[src/rtl/ctrl_pkg.sv]
// Shared encodings for the multi-cycle control unit: instruction classes,
// opcodes, PC source selects, FSM states and the classifier result record.
package ctrl_pkg;

    localparam logic [1:0] BC_ALU  = 2'b00;
    localparam logic [1:0] BC_MEM  = 2'b01;
    localparam logic [1:0] BC_FLOW = 2'b10;
    localparam logic [1:0] BC_SYS  = 2'b11;

    localparam logic [4:0] OP_ADD  = 5'd0;
    localparam logic [4:0] OP_ADDU = 5'd1;
    localparam logic [4:0] OP_SUB  = 5'd2;
    localparam logic [4:0] OP_MUL  = 5'd3;
    localparam logic [4:0] OP_SMUL = 5'd4;
    localparam logic [4:0] OP_DIV  = 5'd5;
    localparam logic [4:0] OP_IDIV = 5'd6;
    localparam logic [4:0] OP_AND  = 5'd7;
    localparam logic [4:0] OP_OR   = 5'd8;

    localparam logic [4:0] SYS_NOP  = 5'd0;
    localparam logic [4:0] SYS_HALT = 5'd1;

    localparam logic [1:0] PC_SEL_SEQ    = 2'b00;
    localparam logic [1:0] PC_SEL_BRANCH = 2'b01;
    localparam logic [1:0] PC_SEL_JUMP   = 2'b10;

    typedef enum logic [3:0] {
        ST_IDLE,
        ST_FETCH,
        ST_DECODE,
        ST_EXEC,
        ST_EXEC_WAIT,
        ST_MEM,
        ST_WB,
        ST_HALT,
        ST_TRAP
    } state_t;

    typedef struct packed {
        logic legal;
        logic isAlu;
        logic isIter;
        logic isLoad;
        logic isStore;
        logic isBranch;
        logic isJump;
        logic isNop;
        logic isHalt;
    } op_class_t;

endpackage

[src/rtl/op_classifier.sv]
// Combinational instruction classifier: legality, iterative-ALU detection and
// one-hot class flags from the decoded bc/ct/opcode fields.
module op_classifier
    import ctrl_pkg::*;
(
    input  logic [1:0] bc_i,
    input  logic       ct_i,
    input  logic [4:0] opcode_i,
    output op_class_t  class_o
);

    always_comb begin
        class_o = '0;
        case (bc_i)
            BC_ALU: begin
                class_o.isAlu  = 1'b1;
                class_o.legal  = (opcode_i <= OP_OR);
                class_o.isIter = (opcode_i >= OP_MUL) && (opcode_i <= OP_IDIV);
            end
            BC_MEM: begin
                class_o.legal   = 1'b1;
                class_o.isLoad  = ~ct_i;
                class_o.isStore = ct_i;
            end
            BC_FLOW: begin
                class_o.legal    = 1'b1;
                class_o.isBranch = ~ct_i;
                class_o.isJump   = ct_i;
            end
            default: begin
                class_o.isNop  = (opcode_i == SYS_NOP);
                class_o.isHalt = (opcode_i == SYS_HALT);
                class_o.legal  = (opcode_i == SYS_NOP) || (opcode_i == SYS_HALT);
            end
        endcase
    end

endmodule

[src/rtl/multicycle_ctrl.sv]
// Multi-cycle control FSM: fetch/decode/execute/memory/write-back sequencing,
// memory handshake, iterative-ALU wait and retired-instruction counting.
module multicycle_ctrl
    import ctrl_pkg::*;
#(
    parameter int CNT_W = 32
)
(
    input  logic             clk,
    input  logic             rst_n,
    input  logic             run_i,
    input  logic [1:0]       bc_i,
    input  logic             ct_i,
    input  logic [4:0]       opcode_i,
    input  logic             mem_ready_i,
    input  logic             alu_done_i,
    input  logic             branch_taken_i,
    output logic             mem_req_o,
    output logic             mem_we_o,
    output logic             mem_sel_o,
    output logic             ir_load_o,
    output logic             alu_start_o,
    output logic             imm_sel_o,
    output logic             reg_we_o,
    output logic             wb_sel_o,
    output logic             pc_en_o,
    output logic [1:0]       pc_sel_o,
    output logic             halt_o,
    output logic             trap_o,
    output logic [CNT_W-1:0] retired_o
);

    state_t           r_state;
    state_t           w_next;
    logic [1:0]       r_bc;
    logic             r_ct;
    logic [4:0]       r_op;
    logic [1:0]       w_clsBc;
    logic             w_clsCt;
    logic [4:0]       w_clsOp;
    op_class_t        w_cls;
    logic [CNT_W-1:0] r_retired;

    // One classifier serves both the legality check in DECODE (live fields)
    // and the class dispatch afterwards (latched fields).
    assign w_clsBc = (r_state == ST_DECODE) ? bc_i     : r_bc;
    assign w_clsCt = (r_state == ST_DECODE) ? ct_i     : r_ct;
    assign w_clsOp = (r_state == ST_DECODE) ? opcode_i : r_op;

    op_classifier u_classifier (
        .bc_i     (w_clsBc),
        .ct_i     (w_clsCt),
        .opcode_i (w_clsOp),
        .class_o  (w_cls)
    );

    always_ff @(posedge clk or negedge rst_n) begin
        if (!rst_n) begin
            r_state   <= ST_IDLE;
            r_bc      <= '0;
            r_ct      <= 1'b0;
            r_op      <= '0;
            r_retired <= '0;
        end else begin
            r_state <= w_next;
            if (r_state == ST_DECODE) begin
                r_bc <= bc_i;
                r_ct <= ct_i;
                r_op <= opcode_i;
            end
            if (pc_en_o) begin
                r_retired <= r_retired + CNT_W'(1);
            end
        end
    end

    assign retired_o = r_retired;

    always_comb begin
        w_next      = r_state;
        mem_req_o   = 1'b0;
        mem_we_o    = 1'b0;
        mem_sel_o   = 1'b0;
        ir_load_o   = 1'b0;
        alu_start_o = 1'b0;
        imm_sel_o   = 1'b0;
        reg_we_o    = 1'b0;
        wb_sel_o    = 1'b0;
        pc_en_o     = 1'b0;
        pc_sel_o    = PC_SEL_SEQ;
        halt_o      = 1'b0;
        trap_o      = 1'b0;
        case (r_state)
            ST_IDLE: begin
                if (run_i) w_next = ST_FETCH;
            end
            ST_FETCH: begin
                mem_req_o = 1'b1;
                if (mem_ready_i) begin
                    ir_load_o = 1'b1;
                    w_next    = ST_DECODE;
                end
            end
            ST_DECODE: begin
                w_next = w_cls.legal ? ST_EXEC : ST_TRAP;
            end
            ST_EXEC: begin
                if (w_cls.isAlu) begin
                    imm_sel_o = r_ct;
                    if (w_cls.isIter) begin
                        alu_start_o = 1'b1;
                        w_next      = ST_EXEC_WAIT;
                    end else begin
                        w_next = ST_WB;
                    end
                end else if (w_cls.isLoad || w_cls.isStore) begin
                    imm_sel_o = 1'b1;
                    w_next    = ST_MEM;
                end else if (w_cls.isBranch) begin
                    pc_en_o  = 1'b1;
                    pc_sel_o = branch_taken_i ? PC_SEL_BRANCH : PC_SEL_SEQ;
                    w_next   = ST_FETCH;
                end else if (w_cls.isJump) begin
                    pc_en_o  = 1'b1;
                    pc_sel_o = PC_SEL_JUMP;
                    reg_we_o = 1'b1;
                    w_next   = ST_FETCH;
                end else if (w_cls.isNop) begin
                    pc_en_o = 1'b1;
                    w_next  = ST_FETCH;
                end else if (w_cls.isHalt) begin
                    w_next = ST_HALT;
                end else begin
                    w_next = ST_TRAP;
                end
            end
            ST_EXEC_WAIT: begin
                if (alu_done_i) w_next = ST_WB;
            end
            ST_MEM: begin
                mem_req_o = 1'b1;
                mem_sel_o = 1'b1;
                mem_we_o  = r_ct;
                if (mem_ready_i) begin
                    if (r_ct) begin
                        pc_en_o = 1'b1;
                        w_next  = ST_FETCH;
                    end else begin
                        w_next = ST_WB;
                    end
                end
            end
            ST_WB: begin
                reg_we_o = 1'b1;
                wb_sel_o = w_cls.isLoad;
                pc_en_o  = 1'b1;
                w_next   = ST_FETCH;
            end
            ST_HALT: begin
                halt_o = 1'b1;
                if (run_i) begin
                    pc_en_o = 1'b1;
                    w_next  = ST_FETCH;
                end
            end
            ST_TRAP: begin
                trap_o = 1'b1;
            end
            default: begin
                w_next = ST_IDLE;
            end
        endcase
    end

endmodule
[config.mk]
export PLATFORM = sky130hd
export DESIGN_NAME = multicycle_ctrl
export DESIGN_NICKNAME = d
export VERILOG_FILES = /design/src/rtl/ctrl_pkg.sv /design/src/rtl/op_classifier.sv /design/src/rtl/multicycle_ctrl.sv
export SDC_FILE = /design/constraint.sdc
export NUM_CORES = 1
export LEC_CHECK = 0
export CORE_MARGIN = 3
export CORE_UTILIZATION = 30
export CTS_BUF_LIST = sky130_fd_sc_hd__clkbuf_4 sky130_fd_sc_hd__clkbuf_8
export DETAILED_ROUTE_END_ITERATION = 6
export PLACE_DENSITY = 0.51
export SLEW_MARGIN = 10
export SYNTH_ARGS = -nofsm -noshare
export SYNTH_HDL_FRONTEND = slang
export SYNTH_SLANG_ARGS = --single-unit
[constraint.sdc]
create_clock -name clk -period 4.8 [get_ports clk]
set_input_delay 0.48 -clock clk [delete_from_list [all_inputs] [get_ports clk]]
set_output_delay 0.48 -clock clk [all_outputs]
set_load 0.05 [all_outputs]
==> run_results.csv, run 1 <==
group,metric,value,unit
run_status,outcome,"completed",
layout,multi_input_area,1450,sq um
synthesis,synth_area_leaders,"dfrtp_1 41%, xor2_1 10%, a2111oi_4 4.1%",
power_and_ir_drop,peakVddDrop,233,uV
synthesis,ys_seq_area_share,41.3,%
timing,finalSetupTns,0,ns
route,num_vias,2168,
route,postRouteAntennaNets,0,
clocking,cts_setup_buffers,0,
placement,dp_slack,0.861,ns
setup_path,crit_arrival,3.78,ns
route,drtIter0Drc,106,
die,std_cell_rows,33,
timing,setup_viol,0,
layout,nFillCells,852,
clocking,cts-root-buf,"clkbuf_8",
timing,whs,0.242,ns
setup_path,start_kind,"flip-flop",
timing,rsz0062_at_grt,"false",
setup_path,crit_path_max_fanout,16,
timing,max_slew_margin,47.1,%
global_route,grt_util_all_layers,13.0,%
layout,seqCellArea,1100,sq um
timing,setup_slack,0.543,ns
global_route,grt-ovfl-total,0,
die,design.die.area,10000,sq um
timing,hold_viol,0,
route,vias_per_cell,5.08,
layout,antenna_cells,0,
synthesis,ys_types,45,
die,core,8420,sq um
synthesis,yosys_warnings,0,
synthesis,ys_async_sr_fraction,100,%
global_route,antenna_found_initial,0,
job,maxCapViolations,0,
layout,drive_gt1_share,9.01,%
die,initial_utilization,31.6,%
global_route,grt_start_max_net_pins,45,
synthesis,synth_top_area_cell,"dfrtp_1",
die,die_width,100,um
clocking,cts_max_path_buffers,2,
setup_path,worst_path_largest_cell_delay,0.82,ns
timing,slew_violations,0,
timing,fmax,0.235,GHz
route,dr.pass1.iters,4,
clocking,cts_made_buffers,5,
placement,numPortBuffers,58,
synthesis,synth_edf_count,0,
power_and_ir_drop,p_leak,1.16,nW
timing,fin_crit,4.26,ns
route,avgRoutedWirePerCell,15.0,um
synthesis,ys_ff_latch,44,
min_path,hold_class,"input pin to async pin",
setup_path,path_cells,"nor4b_2 > buf_4 > mux2i_1 > inv_1 > ha_1 > or4b_1 > nor3_1 > clkdlybuf4s50_1",
clocking,cts_hold_buffers,0,
layout,areaGrowthSynthToFinish,28.0,%
global_route,grt_pass1_vias,2114,
clocking,clk_pin_slew,0.08,ns
clocking,worst_skew_pair.late_latency,0.30,ns
clocking,clkSinkCount,44,
timing,skew,0.00847,ns
route,wl,6410,um
synthesis,yosys-top-cells-count,"44 x dfrtp_1, 31 x xor2_1, 18 x a21oi_1, 18 x nand3_1, 17 x nor2_1",
setup_path,slowest_stage,"clkdlybuf4s50_1",
timing,tightest_slew,0.792,ns
synthesis,post-synth-top-area-fraction,41.3,%
synthesis,syn-num-nets,288,
clocking,cts_max_level,2,
power_and_ir_drop,p_per_area,582,nW/um^2
setup_path,cp-end-kind,"output port",
synthesis,syn_area,2660,sq um
synthesis,synth-main-ff-cell,"dfrtp_1",
synthesis,syn_inst,269,
timing,fin_crit_sh,88.7,%
clocking,cts_tree,"built",
setup_path,cp_data_required_time,4.32,ns
placement,gp_congestion,0.791,
synthesis,synth_most_common_cell,"dfrtp_1",
placement,dpl.hpwl,4530,um
clocking,cts_resized,0,
route,drc,0,
die,die_y,100,um
global_route,grt_pass1_wl,10600,um
layout,final_core_util,40.5,%
die,io_pins,59,
layout,finalNetCount,340,
synthesis,postSynthAreaPerCell,9.90,sq um
setup_path,critical_path_class,"flip-flop to output port",
==> through the flow <==
step           power [mW]  instance area [sq um]  instances
2_1_floorplan        1.45                   2660        269
3_3_place_gp         1.77                   3320        419
3_5_place_dp         1.76                   3320        419
4_1_cts              2.01                   3410        427
5_1_grt              2.13                   3410        427
6_report             1.98                   3410        427
==> state kept, by name, summed over array words and instances (netlist names) <==
name,count
r_state,4
r_op,5
r_bc,2
r_ct,1
retired_o,32
==> final timing paths <==
path / depth (start not counted) / slack (ns) / start / endpoint
worst max-delay path: 8 / 0.54 / r_state[0] / pc_sel_o[0]
worst min-delay path: 2 / 0.24 / rst_n / retired_o[11]
worst max register to register: 10 / 1.06 / r_state[0] / retired_o[22]
worst min register to register: 1 / 0.48 / retired_o[31] / retired_o[31]
max in group asynchronous: 2 / 4.13 / rst_n / retired_o[6]
min in group clk: 1 / 0.48 / retired_o[31] / retired_o[31]
==> layout make-up <==
type	instances	area share, %
multi-input cells	198	42.5
flip-flops and latches	44	32.3
repair buffers	62	17.7
well taps	105	3.85
clock buffers	5	2.02
inverters	10	1.10
clock inverters	3	0.550
==> cells in the final DEF, fill, tap and decap left out, types with 6 or more instances in the layout <==
cell,instances
nand4_1,10
mux2_2,7
and3_1,6
xor2_1,31
inv_1,10
nor2_1,17
nand2_1,16
a21oi_1,18
nand3_1,18
a211oi_1,9
clkdlybuf4s50_1,56
dfrtp_1,44
nand2b_1,6
==> layer usage <==
layer | global-route usage [%] | part of all wire (%)
met4 | 2.80 | 0.95
met3 | 3.20 | 4.6
met2 | 18.5 | 44
met1 | 19.8 | 50
met5 | 0 | 0
==> critical path, delay by kind of cell (launching register included) <==
kind / cells / cell delay, ns
flops: 1 / 0.53
simple gates: 3 / 1.11
buf+inv: 3 / 1.20
fa+ha+maj: 1 / 0.29
mux: 1 / 0.34
==> cell families after synthesis <==
| kind of cell | count (synthesis) | synth area share [%] |
|---|---|---|
| simple gates | 99 | 20.2 |
| xor+xnor | 33 | 10.9 |
| fa+ha+maj | 5 | 2.35 |
| buf+inv | 27 | 4.51 |
| flops | 44 | 41.3 |
| compound gates | 49 | 16.0 |
| mux | 12 | 4.84 |
==> report_power, final <==
part	total [mW]	switching [mW]	internal, mW
Combinational	1.13	0.722	0.407
Sequential	0.622	0.145	0.477
Clock	0.233	0.131	0.102
Total	1.98	0.997	0.986
Power figures use the tool's default switching activity.
==> run 2: changes to the inputs <==
- GPL_ROUTABILITY_DRIVEN: not set -> 1
==> results of run 2 <==
The final DEF is identical to that of run 1; final timing and power are the same.
